===== src/rtl/serial_subtractor.sv =====
// ---------------------------------------------------------------------------
// serial_subtractor
//   Bit-serial, LSB-first unsigned subtractor: diff = a - b (mod 2^WIDTH).
//   Computed as a + ~b + 1 through a single full-adder cell. The carry
//   register starts at 1, which supplies the "+1".
//   One bit is produced per clock.
//
//   Ports
//     clk         rising-edge clock
//     rst         asynchronous, active-high reset
//     start       load a/b and begin; accepted only in IDLE or DONE
//     a, b        minuend / subtrahend, sampled when start is accepted
//     busy        high for the WIDTH cycles of the shift phase
//     done        one-cycle pulse when diff/borrow_out carry a new result
//     diff        a - b mod 2^WIDTH, held until the next result
//     borrow_out  1 when a < b (unsigned), held with diff
// ---------------------------------------------------------------------------

// Single-bit full adder used as the serial arithmetic cell.
module fulladder (
   input  logic a,
   input  logic b,
   input  logic cin,
   output logic sum,
   output logic cout
);
   assign sum  = a ^ b ^ cin;
   assign cout = (a & b) | (cin & (a ^ b));
endmodule

module serial_subtractor #(
   parameter int WIDTH = 8
) (
   input  logic             clk,
   input  logic             rst,
   input  logic             start,
   input  logic [WIDTH-1:0] a,
   input  logic [WIDTH-1:0] b,
   output logic             busy,
   output logic             done,
   output logic [WIDTH-1:0] diff,
   output logic             borrow_out
);

   localparam int CW = $clog2(WIDTH) + 1;

   typedef enum logic [1:0] {
      IDLE  = 2'd0,
      SHIFT = 2'd1,
      DONE  = 2'd2
   } state_t;

   state_t           state_reg, state_next;

   logic [WIDTH-1:0] a_sr_reg;
   logic [WIDTH-1:0] b_sr_reg;
   logic [WIDTH-1:0] res_sr_reg;
   logic [CW-1:0]    cnt_reg;
   logic             carry_reg;
   logic             busy_reg;
   logic             done_reg;
   logic [WIDTH-1:0] diff_reg;
   logic             borrow_reg;

   logic             load;
   logic             shift;
   logic             finish;
   logic             fa_sum;
   logic             fa_cout;

   // Subtraction: a + ~b + carry, carry seeded with 1 on load.
   fulladder u_fa (
      .a    (a_sr_reg[0]),
      .b    (~b_sr_reg[0]),
      .cin  (carry_reg),
      .sum  (fa_sum),
      .cout (fa_cout)
   );

   // State register
   always_ff @(posedge clk or posedge rst) begin
      if (rst)
         state_reg <= IDLE;
      else
         state_reg <= state_next;
   end

   // Next-state and datapath control
   always_comb begin
      state_next = state_reg;
      load       = 1'b0;
      shift      = 1'b0;
      finish     = 1'b0;
      case (state_reg)
         IDLE: begin
            if (start) begin
               load       = 1'b1;
               state_next = SHIFT;
            end
         end
         SHIFT: begin
            // start is deliberately ignored while shifting
            shift = 1'b1;
            if (cnt_reg == CW'(WIDTH - 1))
               state_next = DONE;
         end
         DONE: begin
            finish = 1'b1;
            if (start) begin
               load       = 1'b1;
               state_next = SHIFT;
            end else begin
               state_next = IDLE;
            end
         end
         default: state_next = IDLE;
      endcase
   end

   // Datapath. In DONE with start high, finish reads the old res_sr/carry
   // while load reinitialises them, so back-to-back operations do not clash.
   always_ff @(posedge clk or posedge rst) begin
      if (rst) begin
         a_sr_reg   <= '0;
         b_sr_reg   <= '0;
         res_sr_reg <= '0;
         cnt_reg    <= '0;
         carry_reg  <= 1'b1;
         busy_reg   <= 1'b0;
         done_reg   <= 1'b0;
         diff_reg   <= '0;
         borrow_reg <= 1'b0;
      end else begin
         if (load) begin
            a_sr_reg   <= a;
            b_sr_reg   <= b;
            res_sr_reg <= '0;
            cnt_reg    <= '0;
            carry_reg  <= 1'b1;
         end else if (shift) begin
            a_sr_reg   <= a_sr_reg >> 1;
            b_sr_reg   <= b_sr_reg >> 1;
            res_sr_reg <= {fa_sum, res_sr_reg[WIDTH-1:1]};
            carry_reg  <= fa_cout;
            cnt_reg    <= cnt_reg + CW'(1);
         end

         if (finish) begin
            diff_reg   <= res_sr_reg;
            // A final carry of 0 means a + ~b + 1 did not overflow: a < b.
            borrow_reg <= ~carry_reg;
         end

         // Flags are registered alongside diff, so done coincides with the
         // new result and never overlaps busy, even back-to-back.
         busy_reg <= (state_reg == SHIFT);
         done_reg <= (state_reg == DONE);
      end
   end

   assign busy       = busy_reg;
   assign done       = done_reg;
   assign diff       = diff_reg;
   assign borrow_out = borrow_reg;

endmodule


===== config.mk =====
export PLATFORM = sky130hd
export DESIGN_NAME = serial_subtractor
export DESIGN_NICKNAME = d
export VERILOG_FILES = /design/src/rtl/serial_subtractor.sv
export SDC_FILE = /design/constraint.sdc
export NUM_CORES = 1
export LEC_CHECK = 0
export ABC_AREA = 1
export CELL_PAD_IN_SITES_DETAIL_PLACEMENT = 1
export CELL_PAD_IN_SITES_GLOBAL_PLACEMENT = 2
export CORE_ASPECT_RATIO = 1.75
export CORE_MARGIN = 2
export CORE_UTILIZATION = 35
export CTS_BUF_LIST = sky130_fd_sc_hd__clkbuf_4 sky130_fd_sc_hd__clkbuf_8
export DETAILED_ROUTE_END_ITERATION = 10
export GPL_TIMING_DRIVEN = 0
export PLACE_DENSITY_LB_ADDON = 0.2
export SLEW_MARGIN = 20
export SYNTH_ARGS = -nofsm -noshare
export SYNTH_HDL_FRONTEND = slang
export SYNTH_SLANG_ARGS = --single-unit

===== constraint.sdc =====
create_clock -name clk -period 3.21 [get_ports clk]
set_input_delay 0.4815 -clock clk [delete_from_list [all_inputs] [get_ports clk]]
set_output_delay 0.4815 -clock clk [all_outputs]
set_load 0.02 [all_outputs]

Word level (Yosys, flattened, before mapping)
Index checks and enable logic that the tools add are counted.
{ "totals": {"ff_bits": 42, "latch_bits": 0, "mem_bits_rw": 0, "romBits": 0, "input_bits": 19, "output_inout_bits": 11, "word_cells": 45, "memories": 0} }
{ "classes": {"addsub": 1, "mul": 0, "div": 0, "order_cmp": 0, "eq_ne": 5, "shifts": 0, "mux": 18, "n_bitwise": 7, "reduce_logical": 4} }
{ "ops": {"columns": ["op", "n"], "rows": [
  ["8-bit two-way mux", 6],
  ["4-bit two-way mux", 2],
  ["1-bit two-way mux", 7],
  ["2-bit case mux with 3 select lines", 1],
  ["4-bit by 1-bit adder with 4-bit output (second input constant)", 1],
  ["4-bit by 3-bit equality test with 1-bit output (second input constant)", 1],
  ["2-bit two-way mux", 2],
  ["2-bit inequality test (second input constant)", 2],
  ["1-bit AND", 2],
  ["2-bit by 1-bit equality test with 1-bit output (second input constant)", 1],
  ["2-bit equality test (second input constant)", 1],
  ["2-bit zero test", 1],
  ["1-bit inverter", 2],
  ["2-bit AND reduction", 1],
  ["2-bit nonzero test", 1],
  ["2-bit OR reduction", 1],
  ["1-bit XOR", 2],
  ["1-bit OR", 1]
]} }

Depth between registers and ports, before layout
Gate-level depths: netlist of run 1.
{ "logic_depth": {"word_depth": 6, "mapped_depth": 8} }

Cells and area by module
Synthesis of run 1 repeated with hierarchy kept, for this count alone.
{ "hier_totals": {"hier_cells": 176, "hier_area_um2": 1742.9} }
{ "by_module_without_submodules": {"columns": ["mod", "instances", "cells_per_inst", "area_each_um2"], "rows": [
  ["serial_subtractor", 1, 175, 1722.9],
  ["fulladder", 1, 1, 20.0]
]} }

Worst setup path before layout of run 1
Ideal clock, no wire load.
{ "synth_timing": {"path_kind": "flip-flop to flip-flop", "startpoint": "register carry_reg", "endpoint": "register res_sr_reg[7]", "setup_time_ns": 0.126, "arrival_ns": 1.053, "required_ns": 3.084, "slack_ns": 2.031, "path_stages_with_launch": 4, "path_buffers": 0, "synth_period_minus_slack_ns": 1.179, "path_cell_list": "dfstp_2 -> fa_1 -> nand2_1 -> o21ai_0"} }
{ "synth_between": {"elab_chain_len": 3} }
{ "synth_lines": {"columns": ["element", "line", "text"], "rows": [
  ["start, declared", "59", "logic carry_reg;"],
  ["start signal, assigned", "144", "carry_reg <= fa_cout;"],
  ["1-bit XOR", "27", "assign sum = a ^ b ^ cin;"],
  ["8-bit two-way mux", "140", "end else if (shift) begin"],
  ["8-bit two-way mux", "134", "if (load) begin"],
  ["end signal, assigned", "143", "res_sr_reg <= {fa_sum, res_sr_reg[WIDTH-1:1]};"],
  ["end, declared", "57", "logic [WIDTH-1:0] res_sr_reg;"]
]} }
No other way between the ends. The select of a mux whose other input is x is not followed.
A chain may end at the register's enable or synchronous reset.

Worst setup path in the final report of run 1
{ "layout_timing": {"startpoint": "register diff_reg[6] (netlist: diff[6])", "endpoint": "output diff[6]"} }
{ "layout_rtl": {"columns": ["element", "line", "text"], "rows": [
  ["start, declared", "62", "logic [WIDTH-1:0] diff_reg;"],
  ["start signal, assigned", "149", "diff_reg <= res_sr_reg;"],
  ["end, declared", "41", "output logic [WIDTH-1:0] diff,"]
]} }
No word-level cell between the ends.

==> results of run 1 <==
==> layer usage <==
metal / GRT usage, % / share of wire [%] / routed length [um]
met3: 2.76 / 3.0 / 106
met1: 16.0 / 41 / 1450
met5: 0 / 0 / 0
met2: 26.8 / 55 / 1960
met4: 5.90 / 1.7 / 61
==> cells in the mapped netlist <==
library cell and number:
sky130_fd_sc_hd__nand2_2 2, sky130_fd_sc_hd__nand2_1 99, sky130_fd_sc_hd__inv_6 1, sky130_fd_sc_hd__a21oi_1 1, sky130_fd_sc_hd__dfstp_2 1, sky130_fd_sc_hd__clkbuf_2 1
sky130_fd_sc_hd__o22ai_1 7, sky130_fd_sc_hd__ha_1 1, sky130_fd_sc_hd__dfrtp_1 41, sky130_fd_sc_hd__or2_2 1, sky130_fd_sc_hd__nand3_1 2, sky130_fd_sc_hd__nor2_1 4
sky130_fd_sc_hd__nand2_4 2, sky130_fd_sc_hd__o21ai_1 1, sky130_fd_sc_hd__buf_4 3, sky130_fd_sc_hd__buf_2 1, sky130_fd_sc_hd__buf_6 1, sky130_fd_sc_hd__o21ai_0 11
sky130_fd_sc_hd__inv_2 2, sky130_fd_sc_hd__fa_1 1, sky130_fd_sc_hd__inv_1 28
==> logic make-up after synthesis <==
logic type / synth area share [%]
buffers and inverters: 9.19
AOI/OAI and AO/OA: 6.06
adders and majority gates: 1.81
DFF: 58.6
and+or+nand+nor: 24.4
==> worst max path at each step <==
stage                 start          end  slack [ps]
floorplan               rst  a_sr_reg[0]        1760
global placement        rst  a_sr_reg[3]         780
detailed placement    start  b_sr_reg[1]        1490
CTS                 diff[6]      diff[6]        1440
global route        diff[6]      diff[6]        1420
finish              diff[6]      diff[6]        1460
==> cell type report <==
cell class / count / area [um^2] / share of cell area (%)
plain buffers: 6 / 43.8 / 1.89
flip-flops and latches: 42 / 1050 / 45.5
inverters: 31 / 121 / 5.25
multi-input cells: 132 / 579 / 25.1
clock buffers: 5 / 68.8 / 2.98
clock inverters: 3 / 68.8 / 2.98
repair buffers: 30 / 310 / 13.4
well taps: 54 / 67.6 / 2.92
==> stage by stage <==
stage	total power, W	cells
after floorplan	0.00151	211
after detailed placement	0.00184	295
final	0.00231	303
after global routing	0.00252	303
after global placement	0.00181	294
after CTS	0.00236	303
==> cell usage in the layout, fill, tap and decap left out, drive strengths merged <==
cell type,n
ha,1
clkbuf,6
or2,1
o22ai,7
inv,31
clkinv,1
fa,1
nor2,4
nand2,103
dfrtp,41
clkdlybuf4s50,29
bufinv,2
a21oi,1
buf,6
dfstp,1
nand3,2
o21ai,12
==> where the power goes <==
| group | switching (W) | internal, W |
|---|---|---|
| logic | 0.000534 | 0.000380 |
| clock network | 0.000193 | 0.000312 |
| registers | 0.000118 | 0.000769 |
| total | 0.000845 | 0.00146 |
==> results.txt, run 1 <==
----------------------------------------------------
[Layout]
  Filler instances ... 587
  Net count reported at finish ... 269
  Total non-filler cell area in the finished layout ... 2310 um^2
  Area growth from synthesis to layout ... 28.7%
  Fraction of layout cells with a size suffix above 1 ... 10.0%
  Utilization after layout ... 46.5%
  Number of antenna diodes ... 0

[Clock tree]
  Number of resized instances in the post-cts repair step ... 0
  Root Driver ... sky130_fd_sc_hd__clkbuf_8
  Cts-stage hold buffer count ... 0
  TritonCTS clock tree ... yes
  Later-pin clock latency in the skew report ... approximately 300 ps
  Number of H-tree branching levels ... 2
  Clock slew at reported path FFs ... 90 ps
  Number of clock sinks seen by CTS ... 42
  Clock Tree Buf Depth ... 2
  Post-CTS setup buffers ... 0
  CTS buffer count ... 5

[Critical path]
  Category of cells accounting for the largest share of critical-path delay ... buffers and inverters
  Internal reg-to-reg setup slack ... 1980 ps
  Critical Path Max Stage Delay ... around 600 ps
  Number of gates on the worst path with buffers counted ... 1
  Worst path cell trace ... clkdlybuf4s50_1
  Arrival time of data at the critical path endpoint ... 1270 ps
  Number of buffers and inverters on the critical path ... 1
  Setup CP Type ... reg -> out
  Capturing point of the worst reg2reg path ... res_sr_reg[7]
  R2R cell count ... 3
  Startpoint of the worst register-to-register path ... carry_reg
  Data required time of the worst path ... 2730 ps
  Slowest-stage cell, CP ... sky130_fd_sc_hd__clkdlybuf4s50_1
  Type of element launching the critical path ... flip-flop
  Endpoint type of the worst setup path ... output pin
  Worst-path fanout max ... 2

[Route]
  Count of vias placed by the detailed router ... 1,406
  Average vias per placed instance ... 4.64
  Drt first-iter violations ... 34
  Count of unresolved DRC violations after routing ... 0
  Wire per inst ... about 12 um
  Final antenna-violating net count ... 0
  Total iterations of the first detailed-routing run ... 3
  Aggregate routed wire length ... around 3600 um

[Die]
  Core Area ... 4980 um^2
  Initial Util ... 36.1%
  Die X-Extent ... 58.2 um
  Total number of placement rows ... 34
  Number of top-level pins ... 30
  DIE AREA ... 5750 um^2
  Vertical die dimension ... a little under 100 um

[Placed design]
  Count of port buffers added during placement ... 29
  DP Wirelength ... 2670 um
  Last weighted congestion value of the routability-driven placer ... 0.692
  Placed cell area ... 2170 um^2
  Setup slack at placement ... between 1000 and 1500 ps

[Logic synthesis]
  Total standard cell area after synthesis ... 1800 um^2
  Count of state elements after synthesis ... 42
  Post-Syn Instances ... 211
  Number of synthesis warnings ... 0
  Cell taking the most area after synthesis ... sky130_fd_sc_hd__dfrtp_1
  Mean instance size in the synthesized netlist ... 8.52 um^2
  Unique masters post-synth ... 21
  Synth top area share ... 57.1%
  Number of nets produced by synthesis ... around 230
  Sequential element share of the synthesized area ... between 50% and 60%
  Most area-consuming cells after synthesis ... sky130_fd_sc_hd__dfrtp_1 (57%), sky130_fd_sc_hd__nand2_1 (21%), sky130_fd_sc_hd__inv_1 (5.8%)

[Timing]
  Clock Skew ... just under 10 ps
  Max-slew headroom ... between 80 and 90%
  Portion of the clock cycle consumed by the worst path in the final layout ... 54.5%
  Final slew viol count ... 0
  Min setup slack post-route ... between 1000 and 1500 ps
  Worst hold slack ... between 400 and 500 ps
  Peak clock frequency supported by timing ... 572 MHz
  Final hold violation count ... 0
  Shortest clock period the worst path allows after layout ... 1750 ps
  Final TNS setup ... 0 ps
  Measured slew at the worst slew-check pin ... 270 ps
  RSZ-0062 raised after global routing ... no
  Final count of negative-setup-slack endpoints ... 0

[Power]
  Lkg Pwr ... 1.22 nW
  VDD IR max ... 0.465 mV
  Power density over cell area ... 997 nW/um^2

[Flow run]
  Max-Cap Viols ... 0

[Outcome]
  Status ... finished clean

[GRT]
  Number of global-route vias before repair ... 1,518
  GRT Total Usage ... 14.6%
  Number of antenna violations at the first check in global routing ... 0
  Total gr overflow ... 0
  Maximum number of pins on one net before global-route repair ... 33
  Wire length of the first global-routing pass ... 6560 um

[Hold path]
  Worst hold path type ... in -> async

----------------------------------------------------
No activity file was read; power rests on OpenSTA's default activity.
==> inputs of run 2 (changes only) <==
--- a/config.mk
+++ b/config.mk
@@ -10,7 +10,7 @@
 export CELL_PAD_IN_SITES_GLOBAL_PLACEMENT = 2
 export CORE_ASPECT_RATIO = 1.75
 export CORE_MARGIN = 2
-export CORE_UTILIZATION = 35
+export CORE_UTILIZATION = 29
 export CTS_BUF_LIST = sky130_fd_sc_hd__clkbuf_4 sky130_fd_sc_hd__clkbuf_8
 export DETAILED_ROUTE_END_ITERATION = 10
 export GPL_TIMING_DRIVEN = 0
==> constraint.sdc (replaced) <==
create_clock -name clk -period 1.6 [get_ports clk]
set_input_delay 0.24 -clock clk [delete_from_list [all_inputs] [get_ports clk]]
set_output_delay 0.24 -clock clk [all_outputs]
set_load 0.02 [all_outputs]
==> results.txt, run 2 (synthesized netlist as in run 1, its figures left out) <==
----------------------------------------------------
[Outcome]
  Status ... finished clean

[GRT]
  Maximum number of pins on one net before global-route repair ... 33 (unchanged)
  Number of global-route vias before repair ... 1,463 (-3.6%)
  Wire length of the first global-routing pass ... 6620 um (+0.96%)
  Number of antenna violations at the first check in global routing ... 0 (unchanged)
  Total gr overflow ... 0 (unchanged)
  GRT Total Usage ... 12.4% (-2.2 points)

[Hold path]
  Worst hold path type ... in -> async

[Critical path]
  Arrival time of data at the critical path endpoint ... 1250 ps (-20 ps)
  Capturing point of the worst reg2reg path ... res_sr_reg[7]
  R2R cell count ... 3 (unchanged)
  Slowest-stage cell, CP ... sky130_fd_sc_hd__clkdlybuf4s50_1
  Number of gates on the worst path with buffers counted ... 1 (unchanged)
  Type of element launching the critical path ... flip-flop
  Worst path cell trace ... clkdlybuf4s50_1
  Critical Path Max Stage Delay ... 600 ps (about the same)
  Endpoint type of the worst setup path ... output pin
  Setup CP Type ... reg -> out
  Category of cells accounting for the largest share of critical-path delay ... buffers and inverters
  Number of buffers and inverters on the critical path ... 1 (unchanged)
  Source of the critical timing path ... diff[7]
  Startpoint of the worst register-to-register path ... carry_reg
  Worst-path fanout max ... 2 (unchanged)
  Data required time of the worst path ... 1360 ps (-1370 ps)
  Internal reg-to-reg setup slack ... 370 ps (-1610 ps)

[Placed design]
  Count of port buffers added during placement ... 29 (unchanged)
  Placed cell area ... 2210 um^2 (+1.5%)
  Last weighted congestion value of the routability-driven placer ... 0.689 (-0.45%)
  Setup slack at placement ... 109 ps (-1380 ps)
  DP Wirelength ... 2770 um (+3.5%)
  Cell total after placement ... 321 (+8.8%)

[Timing]
  Min setup slack post-route ... 107 ps (-1350 ps)
  Final slew viol count ... 0 (unchanged)
  Max-slew headroom ... 82.3% (+0.30 points)
  Final TNS setup ... 0 ps (unchanged)
  Portion of the clock cycle consumed by the worst path in the final layout ... a little over 90%
  Peak clock frequency supported by timing ... 670 MHz
  Clock Skew ... 8.97 ps (-0.755 ps)
  Shortest clock period the worst path allows after layout ... 1490 ps
  Final count of negative-setup-slack endpoints ... 0 (unchanged)
  RSZ-0062 raised after global routing ... no
  Final hold violation count ... 0 (unchanged)
  Measured slew at the worst slew-check pin ... 266 ps (-4.54 ps)

[Layout]
  Fraction of layout cells with a size suffix above 1 ... 10.0% (unchanged)
  Number of antenna diodes ... 0 (unchanged)
  Commonest cells after routing, fill and taps aside ... sky130_fd_sc_hd__nand2_1 (99), sky130_fd_sc_hd__dfrtp_1 (41), sky130_fd_sc_hd__clkdlybuf4s50_1 (29), sky130_fd_sc_hd__inv_1 (27), sky130_fd_sc_hd__o21ai_0 (11)
  Net count reported at finish ... 269 (unchanged)
  Final cell count without fillers ... 329 (+8.6%)
  Most frequent standard cell in the layout excluding fill and tap cells ... sky130_fd_sc_hd__nand2_1
  Area growth from synthesis to layout ... 28.9%
  Total non-filler cell area in the finished layout ... 2320 um^2 (+0.16%)

[Route]
  Final antenna-violating net count ... 0 (unchanged)
  Aggregate routed wire length ... 3660 um (+2.3%)
  Drt first-iter violations ... 40 (+18%)
  Average vias per placed instance ... 4.23 (-8.9%)
  Count of vias placed by the detailed router ... 1,391 (-1.1%)
  Total iterations of the first detailed-routing run ... 4 (+1)
  Wire per inst ... 11.1 um (-5.7%)
  Count of unresolved DRC violations after routing ... 0 (unchanged)

[Clock tree]
  Number of clock sinks seen by CTS ... 42 (unchanged)
  Post-CTS setup buffers ... 0 (unchanged)
  Clock Tree Buf Depth ... 2 (unchanged)
  Cts-stage hold buffer count ... 0 (unchanged)
  Number of H-tree branching levels ... 2 (unchanged)
  TritonCTS clock tree ... yes
  Clock slew at reported path FFs ... 80 ps (about the same)
  Root Driver ... sky130_fd_sc_hd__clkbuf_8
  CTS buffer count ... 5 (unchanged)
  Later-pin clock latency in the skew report ... 290 ps (about the same)
  Number of resized instances in the post-cts repair step ... 0 (unchanged)

[Die]
  DIE AREA ... 6870 um^2 (+20%)
  Die X-Extent ... 63.5 um (+9.2%)
  Vertical die dimension ... 108 um (+9.5%)
  Total number of placement rows ... 38 (+12%)
  Core Area ... 6090 um^2 (+22%)
  Initial Util ... 29.5% (-6.6 points)
  Number of top-level pins ... 30 (unchanged)

[Power]
  VDD IR max ... 0.667 mV (+43%)
  Post-layout total power ... 0.00444 W (+93%)
  Power density over cell area ... 1920 nW/um^2 (+92%)
  Lkg Pwr ... 1.21 nW (-0.86%)

[Flow run]
  Max-Cap Viols ... 0 (unchanged)

----------------------------------------------------
==> run 2: area by class of cell <==
cell class,instances,area (um^2)
Tap cell,80,100
Clock buffer,5,68.8
Timing Repair Buffer,30,310
Clock inverter,3,40.0
Sequential cell,42,1050
Multi-Input combinational cell,132,579
Inverter,31,121
Fill cell,770,3770
Buffer,6,43.8
==> run 2: worst max path at each step <==
stage | to | slack [ps]
final | diff[7] | 110
after global routing | diff[6] | 50
after CTS | diff[7] | 90
after detailed placement | b_sr_reg[1] | 110
after global placement | a_sr_reg[3] | -610
after floorplan | a_sr_reg[0] | 390
==> run 2: power breakdown <==
part	switching (W)	internal [W]	total (W)
Combinational	0.00108	0.000763	0.00184
Clock	0.000366	0.000460	0.000825
Sequential	0.000232	0.00154	0.00177
Total	0.00167	0.00276	0.00444
==> run 2: metrics by stage <==
step	hold WS (ps)	utilization, %
final	192	38.1
after detailed placement	463	36.3
after CTS	199	38.1
after global routing	206	38.1
after global placement	456	35.9
after floorplan	357	-
==> run 2: layer usage <==
metal  wire [um]  vias up  track usage [%]
li1            -      706                -
met1        1540      658             13.7
met2        1970       23             22.3
met3         101        4             2.81
met4          55        0             5.59
met5           0        -                0
==> inputs of run 3 (changes only) <==
--- a/config.mk
+++ b/config.mk
@@ -15,6 +15,7 @@
 export DETAILED_ROUTE_END_ITERATION = 10
 export GPL_TIMING_DRIVEN = 0
 export PLACE_DENSITY_LB_ADDON = 0.2
+export SETUP_SLACK_MARGIN = 0.3
 export SLEW_MARGIN = 20
 export SYNTH_ARGS = -nofsm -noshare
 export SYNTH_HDL_FRONTEND = slang
==> results.txt, run 3 (synthesized netlist as in run 1, its figures left out) <==
----------------------------------------------------
[Outcome]
  Status ... finished clean

[Clock tree]
  Clock slew at reported path FFs ... 90 ps (about the same)
  Clock Tree Buf Depth ... 2 (unchanged)
  CTS buffer count ... 5 (unchanged)
  TritonCTS clock tree ... yes
  Number of H-tree branching levels ... 2 (unchanged)
  Root Driver ... sky130_fd_sc_hd__clkbuf_8
  Post-CTS setup buffers ... 0 (unchanged)
  Later-pin clock latency in the skew report ... 290 ps (about the same)
  Number of resized instances in the post-cts repair step ... 11 (+11)
  Cts-stage hold buffer count ... 0 (unchanged)
  Number of clock sinks seen by CTS ... 42 (unchanged)

[Critical path]
  Worst path cell trace ... dlygate4sd2_1
  Arrival time of data at the critical path endpoint ... 1000 ps (-250 ps)
  Worst-path fanout max ... 2 (unchanged)
  Slowest-stage cell, CP ... sky130_fd_sc_hd__dfrtp_1
  Number of buffers and inverters on the critical path ... 1 (unchanged)
  Setup CP Type ... reg -> out
  Data required time of the worst path ... 1360 ps (about the same)
  Endpoint type of the worst setup path ... output pin
  Critical Path Max Stage Delay ... 390 ps (-210 ps)
  Type of element launching the critical path ... flip-flop
  Category of cells accounting for the largest share of critical-path delay ... flip-flops

[Timing]
  Worst hold slack ... 192 ps (-0.254 ps)
  Final slew viol count ... 0 (unchanged)
  Max-slew headroom ... 82.3% (about the same)
  Final hold violation count ... 0 (unchanged)
  Shortest clock period the worst path allows after layout ... 1240 ps (-257 ps)
  Peak clock frequency supported by timing ... 809 MHz (+21%)
  Measured slew at the worst slew-check pin ... 266 ps (-0.321 ps)
  RSZ-0062 raised after global routing ... no
  Portion of the clock cycle consumed by the worst path in the final layout ... 77.3% (-16 points)
  Final count of negative-setup-slack endpoints ... 0 (unchanged)
  Clock Skew ... 9.45 ps (+0.478 ps)

[Layout]
  Net count reported at finish ... 269 (unchanged)
  Commonest cells after routing, fill and taps aside ... sky130_fd_sc_hd__nand2_1 (99), sky130_fd_sc_hd__dfrtp_1 (41), sky130_fd_sc_hd__inv_1 (27), sky130_fd_sc_hd__clkdlybuf4s50_1 (18)
  Final cell count without fillers ... 329 (unchanged)
  Fraction of layout cells with a size suffix above 1 ... 10.0% (unchanged)
  Filler instances ... 781 (+1.4%)
  Area growth from synthesis to layout ... 28.3%
  Number of antenna diodes ... 0 (unchanged)
  Most frequent standard cell in the layout excluding fill and tap cells ... sky130_fd_sc_hd__nand2_1

[Hold path]
  Worst hold path type ... in -> async

[Route]
  Count of unresolved DRC violations after routing ... 0 (unchanged)
  Total iterations of the first detailed-routing run ... 4 (unchanged)
  Final antenna-violating net count ... 0 (unchanged)
  Aggregate routed wire length ... 3670 um (+0.27%)
  Average vias per placed instance ... 4.26 (+0.65%)
  Count of vias placed by the detailed router ... 1,400 (+0.65%)
  Drt first-iter violations ... 42 (+5.0%)
  Wire per inst ... 11.2 um (+0.27%)

[Die]
  Number of top-level pins ... 30 (unchanged)
  Total number of placement rows ... 38 (unchanged)
  Core Area ... 6090 um^2 (unchanged)
  Initial Util ... 29.5% (unchanged)
  Die X-Extent ... 63.5 um (unchanged)
  DIE AREA ... 6870 um^2 (unchanged)
  Vertical die dimension ... 108 um (unchanged)

[Flow run]
  Max-Cap Viols ... 0 (unchanged)

[GRT]
  Layer carrying the most global-route usage ... met2
  M3 GR Usage ... 2.81% (unchanged)
  Met2 track utilization from global routing ... 22.3% (unchanged)
  Number of global-route vias before repair ... 1,459 (-0.27%)
  Wire length of the first global-routing pass ... 6610 um (-0.21%)
  GRT Total Usage ... 12.4% (-0.022 points)
  Maximum number of pins on one net before global-route repair ... 33 (unchanged)
  Number of antenna violations at the first check in global routing ... 0 (unchanged)
  Total gr overflow ... 0 (unchanged)
  GR Layer Usage met1 ... 13.6% (-0.066 points)

[Power]
  Lkg Pwr ... 1.22 nW (+1.5%)
  VDD IR max ... 0.665 mV (-0.34%)
  Power density over cell area ... 1890 nW/um^2 (-1.6%)

[Placed design]
  Cell total after placement ... 321 (unchanged)
  DP Wirelength ... 2770 um (unchanged)
  Count of port buffers added during placement ... 29 (unchanged)
  Last weighted congestion value of the routability-driven placer ... 0.689 (unchanged)

----------------------------------------------------
==> run 3: cell types whose count changed in the layout (fill, tap and decap cells not counted) <==
cell                              previous run  this run
sky130_fd_sc_hd__dlygate4sd2_1               0        11
sky130_fd_sc_hd__buf_6                       1         2
sky130_fd_sc_hd__buf_4                       3         2
sky130_fd_sc_hd__clkdlybuf4s50_1            29        18
==> run 3: cell type report <==
cell class,instances,area [um^2],area share (%)
plain buffers,6,47.5,2.06
clock buffers,5,68.8,2.98
clock inverters,3,40.0,1.74
inverters,31,121,5.26
multi-input cells,132,579,25.1
flip-flops and latches,42,1050,45.6
well taps,80,100,4.34
repair buffers,30,297,12.9
==> run 3: path summary, 6_finish.rpt <==
path | startpoint | endpoint | cells past startpoint | slack [ps]
hold / removal | rst | done | 2 | 190
hold reg to reg | a_sr_reg[7] | a_sr_reg[7] | 2 | 480
setup reg to reg | carry_reg | res_sr_reg[7] | 3 | 370
setup / recovery | diff[5] | diff[5] | 1 | 360
min in group clk | a_sr_reg[7] | a_sr_reg[7] | 2 | 480
max in group asynchronous | rst | carry_reg | 3 | 880
==> run 3: power by group <==
group          switching (W)  internal [W]
clock               0.000365      0.000460
sequential          0.000226       0.00154
combinational        0.00108      0.000678
==> run 3: metal layers <==
metal	wire length [um]	part of all wire, %	vias up
met1	1530	42	662
met5	0	0	-
met3	114	3.1	5
met4	60	1.6	0
li1	-	-	708
met2	1970	54	25
==> run 3: stage by stage <==
step,setup slack [ps],setup TNS (ps),utilization (%),power (W),area (um^2)
floorplan,387,0,-,0.00304,1800
detailed placement,109,0,36.3,0.00370,2210
global route,311,0,37.9,0.00480,2310
finish,364,0,37.9,0.00435,2310
global placement,-614,-25300,35.9,0.00364,2190
CTS,345,0,37.8,0.00445,2300
